==> config.mk <==
export PLATFORM = sky130hd
export DESIGN_NAME = arcade_input_router
export DESIGN_NICKNAME = d
export VERILOG_FILES = /design/src/rtl/arcade_input_pkg.sv /design/src/rtl/coin_pulser.sv /design/src/rtl/arcade_input_router.sv
export SDC_FILE = /design/constraint.sdc
export NUM_CORES = 1
export LEC_CHECK = 0
export BUFFER_PORTS_ARGS = -buffer_cell sky130_fd_sc_hd__buf_2
export CORE_MARGIN = 2
export CORE_UTILIZATION = 56
export DETAILED_ROUTE_END_ITERATION = 8
export HOLD_SLACK_MARGIN = 0.03
export PLACE_DENSITY = 0.79
export REMOVE_ABC_BUFFERS = 1
export SLEW_MARGIN = 20
export SYNTH_ARGS = -nofsm -noshare
export SYNTH_HDL_FRONTEND = slang
export SYNTH_SLANG_ARGS = --single-unit
==> constraint.sdc <==
create_clock -name clk -period 3.4 [get_ports clk]
set_clock_uncertainty 0.15 [all_clocks]
set_input_delay 0.17 -clock clk [delete_from_list [all_inputs] [get_ports clk]]
set_output_delay 0.17 -clock clk [all_outputs]
set_load 0.01 [all_outputs]
==> src/rtl/arcade_input_pkg.sv <==
`default_nettype none
// +--------------------------------------------------------------------------+
// | Module   : arcade_input_pkg                                              |
// | Purpose  : Shared constants and types for the arcade input router:       |
// |            joystick direction bit positions, the coin FSM state type     |
// |            and the coin queue depth.                                     |
// | Revision : 1.0  initial release                                          |
// +--------------------------------------------------------------------------+
package arcade_input_pkg;

  localparam int JOY_RIGHT = 0;
  localparam int JOY_LEFT  = 1;
  localparam int JOY_DOWN  = 2;
  localparam int JOY_UP    = 3;

  localparam int QUEUE_MAX = 3;

  typedef enum logic [1:0] {
    IDLE  = 2'd0,
    PULSE = 2'd1,
    GAP   = 2'd2
  } coin_state_t;

endpackage
`default_nettype wire

==> src/rtl/coin_pulser.sv <==
`default_nettype none
// +--------------------------------------------------------------------------+
// | Module   : coin_pulser                                                   |
// | Purpose  : Queues coin insert edges (saturating at QUEUE_MAX) and plays  |
// |            them out as fixed-width pulses separated by equal low gaps.   |
// | Ports    : clk       in  system clock                                    |
// |            reset     in  asynchronous active-high reset                  |
// |            edge_cnt  in  coin edges seen this cycle (0..3)               |
// |            coin      out shaped coin pulse                               |
// |            pending   out coins queued, not yet pulsed                    |
// | Revision : 1.0  initial release                                          |
// +--------------------------------------------------------------------------+
module coin_pulser
  import arcade_input_pkg::*;
#(
  parameter logic [15:0] COIN_PULSE = 16'd4096
) (
  input  logic       clk,
  input  logic       reset,
  input  logic [1:0] edge_cnt,
  output logic       coin,
  output logic [1:0] pending
);

  localparam int            CW       = (COIN_PULSE > 16'd1) ? $clog2(COIN_PULSE) : 1;
  localparam logic [CW-1:0] CNT_LAST = CW'(COIN_PULSE - 16'd1);

  coin_state_t   state_q;
  logic [CW-1:0] cnt_q;
  logic [1:0]    queue_q;
  logic [1:0]    queue_d;
  logic          coin_q;
  logic          deq;
  logic [2:0]    sum;

  // A coin is taken from the queue when idle, or directly at the end of a
  // gap so back-to-back pulses are spaced by exactly COIN_PULSE low cycles.
  always_comb begin
    deq     = (queue_q != 2'd0) &&
              ((state_q == IDLE) || ((state_q == GAP) && (cnt_q == CNT_LAST)));
    sum     = {1'b0, queue_q} + {1'b0, edge_cnt} - {2'b00, deq};
    queue_d = (sum > 3'(QUEUE_MAX)) ? 2'(QUEUE_MAX) : sum[1:0];
  end

  always_ff @(posedge clk or posedge reset) begin
    if (reset) begin
      state_q <= IDLE;
      cnt_q   <= '0;
      queue_q <= 2'd0;
      coin_q  <= 1'b0;
    end else begin
      queue_q <= queue_d;
      case (state_q)
        IDLE: begin
          if (deq) begin
            state_q <= PULSE;
            cnt_q   <= '0;
            coin_q  <= 1'b1;
          end
        end
        PULSE: begin
          if (cnt_q == CNT_LAST) begin
            state_q <= GAP;
            cnt_q   <= '0;
            coin_q  <= 1'b0;
          end else begin
            cnt_q <= cnt_q + CW'(1);
          end
        end
        GAP: begin
          if (cnt_q == CNT_LAST) begin
            cnt_q <= '0;
            if (deq) begin
              state_q <= PULSE;
              coin_q  <= 1'b1;
            end else begin
              state_q <= IDLE;
            end
          end else begin
            cnt_q <= cnt_q + CW'(1);
          end
        end
        default: begin
          state_q <= IDLE;
          cnt_q   <= '0;
          coin_q  <= 1'b0;
        end
      endcase
    end
  end

  assign coin    = coin_q;
  assign pending = queue_q;

endmodule
`default_nettype wire

==> src/rtl/arcade_input_router.sv <==
`default_nettype none
// +--------------------------------------------------------------------------+
// | Module   : arcade_input_router                                           |
// | Purpose  : Routes hps_io joystick words to a core's controls: upright    |
// |            (OR of players) or cocktail (active player), SOCD cleaning,   |
// |            per-button autofire, start OR and a queued coin pulser.       |
// | Ports    : clk, reset (async, active high)                               |
// |            joystick_in   packed words, player 0 in [15:0]                |
// |            mode_cocktail 0 upright / 1 cocktail                          |
// |            active_player player driving the core in cocktail             |
// |            autofire_en   per-button autofire enable                      |
// |            btn_left/right/up/down, btn_action, btn_start  routed out     |
// |            btn_coin      shaped coin pulse                               |
// |            coin_pending  queued coins not yet pulsed                     |
// | Revision : 1.0  initial release                                          |
// +--------------------------------------------------------------------------+
module arcade_input_router
  import arcade_input_pkg::*;
#(
  parameter int          NUM_PLAYERS  = 2,
  parameter int          NUM_BUTTONS  = 2,
  parameter int          BTN_BASE     = 4,
  parameter int          START_BIT    = 6,
  parameter int          COIN_BIT     = 8,
  parameter logic [15:0] COIN_PULSE   = 16'd4096,
  parameter logic [19:0] AUTOFIRE_DIV = 20'd183333
) (
  input  logic                      clk,
  input  logic                      reset,
  input  logic [16*NUM_PLAYERS-1:0] joystick_in,
  input  logic                      mode_cocktail,
  input  logic [1:0]                active_player,
  input  logic [NUM_BUTTONS-1:0]    autofire_en,
  output logic                      btn_left,
  output logic                      btn_right,
  output logic                      btn_up,
  output logic                      btn_down,
  output logic [NUM_BUTTONS-1:0]    btn_action,
  output logic [NUM_PLAYERS-1:0]    btn_start,
  output logic                      btn_coin,
  output logic [1:0]                coin_pending
);

  localparam int            AW      = (AUTOFIRE_DIV > 20'd1) ? $clog2(AUTOFIRE_DIV) : 1;
  localparam logic [AW-1:0] AF_LAST = AW'(AUTOFIRE_DIV - 20'd1);

  logic [16*NUM_PLAYERS-1:0] joy_q;
  logic [NUM_PLAYERS-1:0]    coin_prev_q;
  logic [NUM_BUTTONS-1:0]    held_q;
  logic [AW-1:0]             af_cnt_q;
  logic                      af_phase_q;
  logic                      left_q, right_q, up_q, down_q;
  logic [NUM_BUTTONS-1:0]    action_q;
  logic [NUM_PLAYERS-1:0]    start_q;

  logic [15:0]               src_or, src_sel, src;
  logic [NUM_PLAYERS-1:0]    coin_now;
  logic [NUM_PLAYERS-1:0]    start_d;
  logic [2:0]                edge_sum;
  logic [1:0]                edge_cnt;
  logic [NUM_BUTTONS-1:0]    held;
  logic [NUM_BUTTONS-1:0]    action_d;
  logic                      press;
  logic                      phase_now;
  logic [AW-1:0]             cnt_now;
  logic                      unused_bits;

  always_comb begin
    src_or   = '0;
    src_sel  = joy_q[15:0];      // out-of-range active_player falls back to player 0
    start_d  = '0;
    edge_sum = '0;
    coin_now = '0;
    for (int p = 0; p < NUM_PLAYERS; p++) begin
      src_or |= joy_q[16*p +: 16];
      if (int'(active_player) == p) begin
        src_sel = joy_q[16*p +: 16];
      end
      coin_now[p] = joy_q[16*p + COIN_BIT];
      edge_sum    += 3'(joy_q[16*p + COIN_BIT] & ~coin_prev_q[p]);
    end
    for (int p = 0; p < NUM_PLAYERS; p++) begin
      for (int w = 0; w < NUM_PLAYERS; w++) begin
        start_d[p] |= joy_q[16*w + START_BIT + p];
      end
    end
    edge_cnt = (edge_sum > 3'd3) ? 2'd3 : edge_sum[1:0];

    src  = mode_cocktail ? src_sel : src_or;
    held = src[BTN_BASE +: NUM_BUTTONS];

    // A fresh press on any autofire button restarts the shared cadence with
    // a high phase so the first shot is not delayed.
    press     = |(held & ~held_q & autofire_en);
    phase_now = press | af_phase_q;
    cnt_now   = press ? '0 : af_cnt_q;
    action_d  = held & (~autofire_en | {NUM_BUTTONS{phase_now}});
  end

  // Collects word bits this configuration does not route anywhere.
  assign unused_bits = ^{joy_q, src};

  always_ff @(posedge clk or posedge reset) begin
    if (reset) begin
      joy_q       <= '0;
      coin_prev_q <= '0;
      held_q      <= '0;
      af_cnt_q    <= '0;
      af_phase_q  <= 1'b1;
      left_q      <= 1'b0;
      right_q     <= 1'b0;
      up_q        <= 1'b0;
      down_q      <= 1'b0;
      action_q    <= '0;
      start_q     <= '0;
    end else begin
      joy_q       <= joystick_in;
      coin_prev_q <= coin_now;
      held_q      <= held;
      if (cnt_now == AF_LAST) begin
        af_cnt_q   <= '0;
        af_phase_q <= ~phase_now;
      end else begin
        af_cnt_q   <= cnt_now + AW'(1);
        af_phase_q <= phase_now;
      end
      // Opposing directions cancel each other.
      left_q   <= src[JOY_LEFT]  & ~src[JOY_RIGHT];
      right_q  <= src[JOY_RIGHT] & ~src[JOY_LEFT];
      up_q     <= src[JOY_UP]    & ~src[JOY_DOWN];
      down_q   <= src[JOY_DOWN]  & ~src[JOY_UP];
      action_q <= action_d;
      start_q  <= start_d;
    end
  end

  coin_pulser #(
    .COIN_PULSE (COIN_PULSE)
  ) u_coin_pulser (
    .clk      (clk),
    .reset    (reset),
    .edge_cnt (edge_cnt),
    .coin     (btn_coin),
    .pending  (coin_pending)
  );

  assign btn_left   = left_q;
  assign btn_right  = right_q;
  assign btn_up     = up_q;
  assign btn_down   = down_q;
  assign btn_action = action_q;
  assign btn_start  = start_q;

endmodule
`default_nettype wire

==> metrics.md <==
| Metric | Value |
|---|---|
| Synthesized area | `0.00309 sq mm` |
| Power Total | `between 2 and 2.5 mW` |
| Status | `completed` |
| Critical path launch point type | `input pin` |
| CP arrival | `3.16 ns` |
| Via count | `2399` |
| RSZ-0062 raised after global routing | `false` |
| Ys flop type | `dfrtp_1` |
| Layout cell share with drive strength beyond 1 | `18.7%` |
| Post-CTS Setup Bufs | `0` |
| Final ANT Viol Nets | `0` |
| Internal | `1.65 mW` |
| Largest net degree at the start of global routing | `48` |
| Logic pwr share | `23.2%` |
| Vias in the first global route | `2395` |
| DP Worst Slack | `0.484 ns` |
| Initial Utilization | `a little under three fifths` |
| Gpl congestion | `0.859` |
| Final Cell Area | `0.00386 sq mm` |
| Placement Rows | `27` |
| Yosys reg bits | `66` |
| Switching power | `between 0.6 and 0.7 mW` |
| DRT Pass-1 Iters | `4` |
| Via-to-Cell Ratio | `5.51` |
| Fin. Hold Viols | `0` |
| CTS H-tree depth | `3` |
| DRC viols | `0` |
| Die Y | `78.3 um` |
| Achievable Freq | `approximately 0.32 GHz` |
| Pwr Density | `601 mW/mm^2` |
| Layout area overhead | `24.9%` |
| WL per Instance | `approximately 14 um` |
| Die area | `0.00613 sq mm` |
| Ports | `50` |
| Min cycle time layout | `3.11 ns` |
| YS warnings | `0` |
| Final hold slack | `0.144 ns` |
| Final WL | `6.19 mm` |
| Max_cap viols | `0` |
| Net Sw Frac | `28.8%` |
| Setup WS post-layout | `approximately 0.29 ns` |
| Remaining Overflow, GRT | `0` |
| Sequential Power Share | `between 40% and 50%` |
| Power share of the clock group | `35.2%` |
| Core ar. | `0.00541 sq mm` |
| Clock sinks | `66` |
| Crit Path Class | `input pin to register` |
| Skew-Pair Late Insertion Delay | `0.34 ns` |
| Cells after Synth | `287` |
| Number of buffers added on ports | `35` |
| Fill count | `between 400 and 500` |
| Slew headroom | `37.7%` |
| Crit-path max FO | `9` |
| Total GRT Usage | `23.1%` |
| Antenna cells | `0` |
| Die width | `between 70 and 80 um` |
| Final number of max-transition violations | `0` |
| Worst Tran Pin Value | `around 0.93 ns` |
| CTS max path bufs | `2` |
| Peak supply drop | `0.379 mV` |
| HPWL Detailed | `4.03 mm` |
| CTS buffer count | `9` |
| Setup crit end kind | `register` |
| Sequential area share after synthesis | `53.5%` |
| Initial DRC Count | `162` |
| Post-route setup TNS | `0 ns` |
| Final setup fails | `0` |
| Clk slew on worst S/H paths | `0.07 ns` |
| Synth cell types | `between 50 and 60` |
| Worst EP required | `3.45 ns` |
| Syn Area/Cell | `10.8 sq um` |
| Final #Nets | `410` |
| Antenna violations before repair | `0` |
| Root buf cell | `clkbuf_8` |
| Post-synth EDFFs | `0` |
| Async SR Flop Fraction | `100%` |
| CTS tree | `built` |
| Placed cell area | `roughly 0.0034 sq mm` |
| Final period utilization | `91.6%` |
| Pleak | `1.71 nW` |
| First-pass GRT wire length | `around 11 mm` |
| Hold Crit Class | `input pin to register` |
sequential cells by signal, indices dropped and copies added (netlist names):
name	count
u_coin_pulser.state_q	2
coin_prev_q	2
u_coin_pulser.cnt_q	12
af_phase_q	1
af_cnt_q	18
btn_up	1
btn_action	2
held_q	2
u_coin_pulser.coin	1
btn_start	2
joy_q	18
btn_right	1
u_coin_pulser.pending	2
btn_down	1
btn_left	1
worst max-delay path: stages:
cell	delay, ns
dlygate4sd3_1	0.55
buf_2	0.12
inv_1	0.05
or3_1	0.39
o22a_1	0.33
nand2_1	0.11
ha_1	0.13
or4bb_1	0.46
or4_4	0.55
nor2_4	0.20
nor3_1	0.08
cells in the mapped netlist, types with 3 or more instances:
cell type,count,share of area (%)
a21oi_1,8,1.3
a31oi_1,3,0.61
and2_1,4,0.81
and3_1,3,0.61
clkbuf_1,3,0.36
dfrtp_1,65,53
ha_1,12,4.9
inv_1,17,2.1
nand2_1,17,2.1
nand2b_1,5,1.0
nand3_1,12,1.9
nand4_1,9,1.8
nor2_1,20,2.4
nor2b_1,3,0.61
nor3_1,10,1.6
nor3b_1,9,2.2
nor4_1,5,1.0
o21ai_0,10,1.6
o21ai_1,6,0.97
o22a_1,3,0.85
or2_2,3,0.61
or3_1,5,1.0
xnor2_1,10,2.8
xor2_1,8,2.3
final cells by class:
| cell class | instances | area [sq um] | area share [%] |
|---|---|---|---|
| repair buffers | 63 | 440 | 11.4 |
| clock buffers | 11 | 151 | 3.92 |
| well taps | 72 | 90.1 | 2.33 |
| inverters | 17 | 63.8 | 1.65 |
| multi-input cells | 201 | 1360 | 35.3 |
| flip-flops and latches | 66 | 1650 | 42.8 |
| clock inverters | 5 | 100 | 2.59 |
kinds of logic (layout without fill, tap and decap cells):
group / count (synthesis) / after routing / synth area share [%]
muxes: 2 / 2 / 0.728
AOI/OAI and AO/OA: 48 / 48 / 10.5
xor gates and xnor gates: 18 / 18 / 5.10
DFF: 66 / 66 / 53.5
buffers and inverters: 20 / 96 / 2.43
adders and majority gates: 13 / 13 / 5.50
and+or+nand+nor: 120 / 120 / 22.3
cell usage in the layout (no fill, tap or decap), types with 4 or more instances in the layout:
master / instances
dfrtp_1: 65
buf_2: 35
dlygate4sd3_1: 22
nor2_1: 20
nand2_1: 17
inv_1: 16
nand3_1: 12
ha_1: 12
clkbuf_8: 11
xnor2_1: 10
nor3_1: 10
o21ai_0: 10
nand4_1: 9
nor3b_1: 9
xor2_1: 8
a21oi_1: 8
o21ai_1: 6
buf_4: 6
or3_1: 5
nand2b_1: 5
nor4_1: 5
and2_1: 4
power groups by stage:
stage / registers [mW] / logic, mW / clock network (mW)
floorplan: 0.969 / 0.379 / 0
finish: 0.965 / 0.537 / 0.817
global placement: 0.973 / 0.501 / 0
global route: 0.978 / 0.615 / 0.868
detailed placement: 0.978 / 0.523 / 0
CTS: 0.964 / 0.546 / 0.835
routing by layer:
metal	GRT usage, %	routed length, um
met2	38.3	3090
met4	7.02	110
met5	0	0
met3	7.47	265
met1	29.2	2730
worst paths after layout:
| kind | from | slack (ns) | cells past startpoint | end |
|---|---|---|---|---|
| hold / removal | active_player[0] | 0.14 | 4 | held_q[1]$_DFF_PP0_ |
| setup / recovery | autofire_en[0] | 0.29 | 11 | af_cnt_q[5]$_DFF_PP0_ |
| hold reg to reg | joy_q[8]$_DFF_PP0_ | 0.23 | 0 | coin_prev_q[0]$_DFF_PP0_ |
| max in group asynchronous | reset | 1.89 | 4 | af_phase_q$_DFF_PP1_ |
| min in group asynchronous | reset | 0.43 | 3 | joy_q[19]$_DFF_PP0_ |
| setup reg to reg | joy_q[4]$_DFF_PP0_ | 0.44 | 9 | af_cnt_q[5]$_DFF_PP0_ |
metrics by stage:
stage	util [%]	instances
after floorplan	-	284
after global placement	62.7	397
after detailed placement	62.7	397
after CTS	71.5	435
after global routing	71.5	435
final	71.5	435
repair_timing:
item                      in CTS  in global routing
resized for setup              0                  0
hold buffers                  22                  0
hold endpoints to repair      69                  0
No activity file was read; power rests on OpenSTA's default activity.
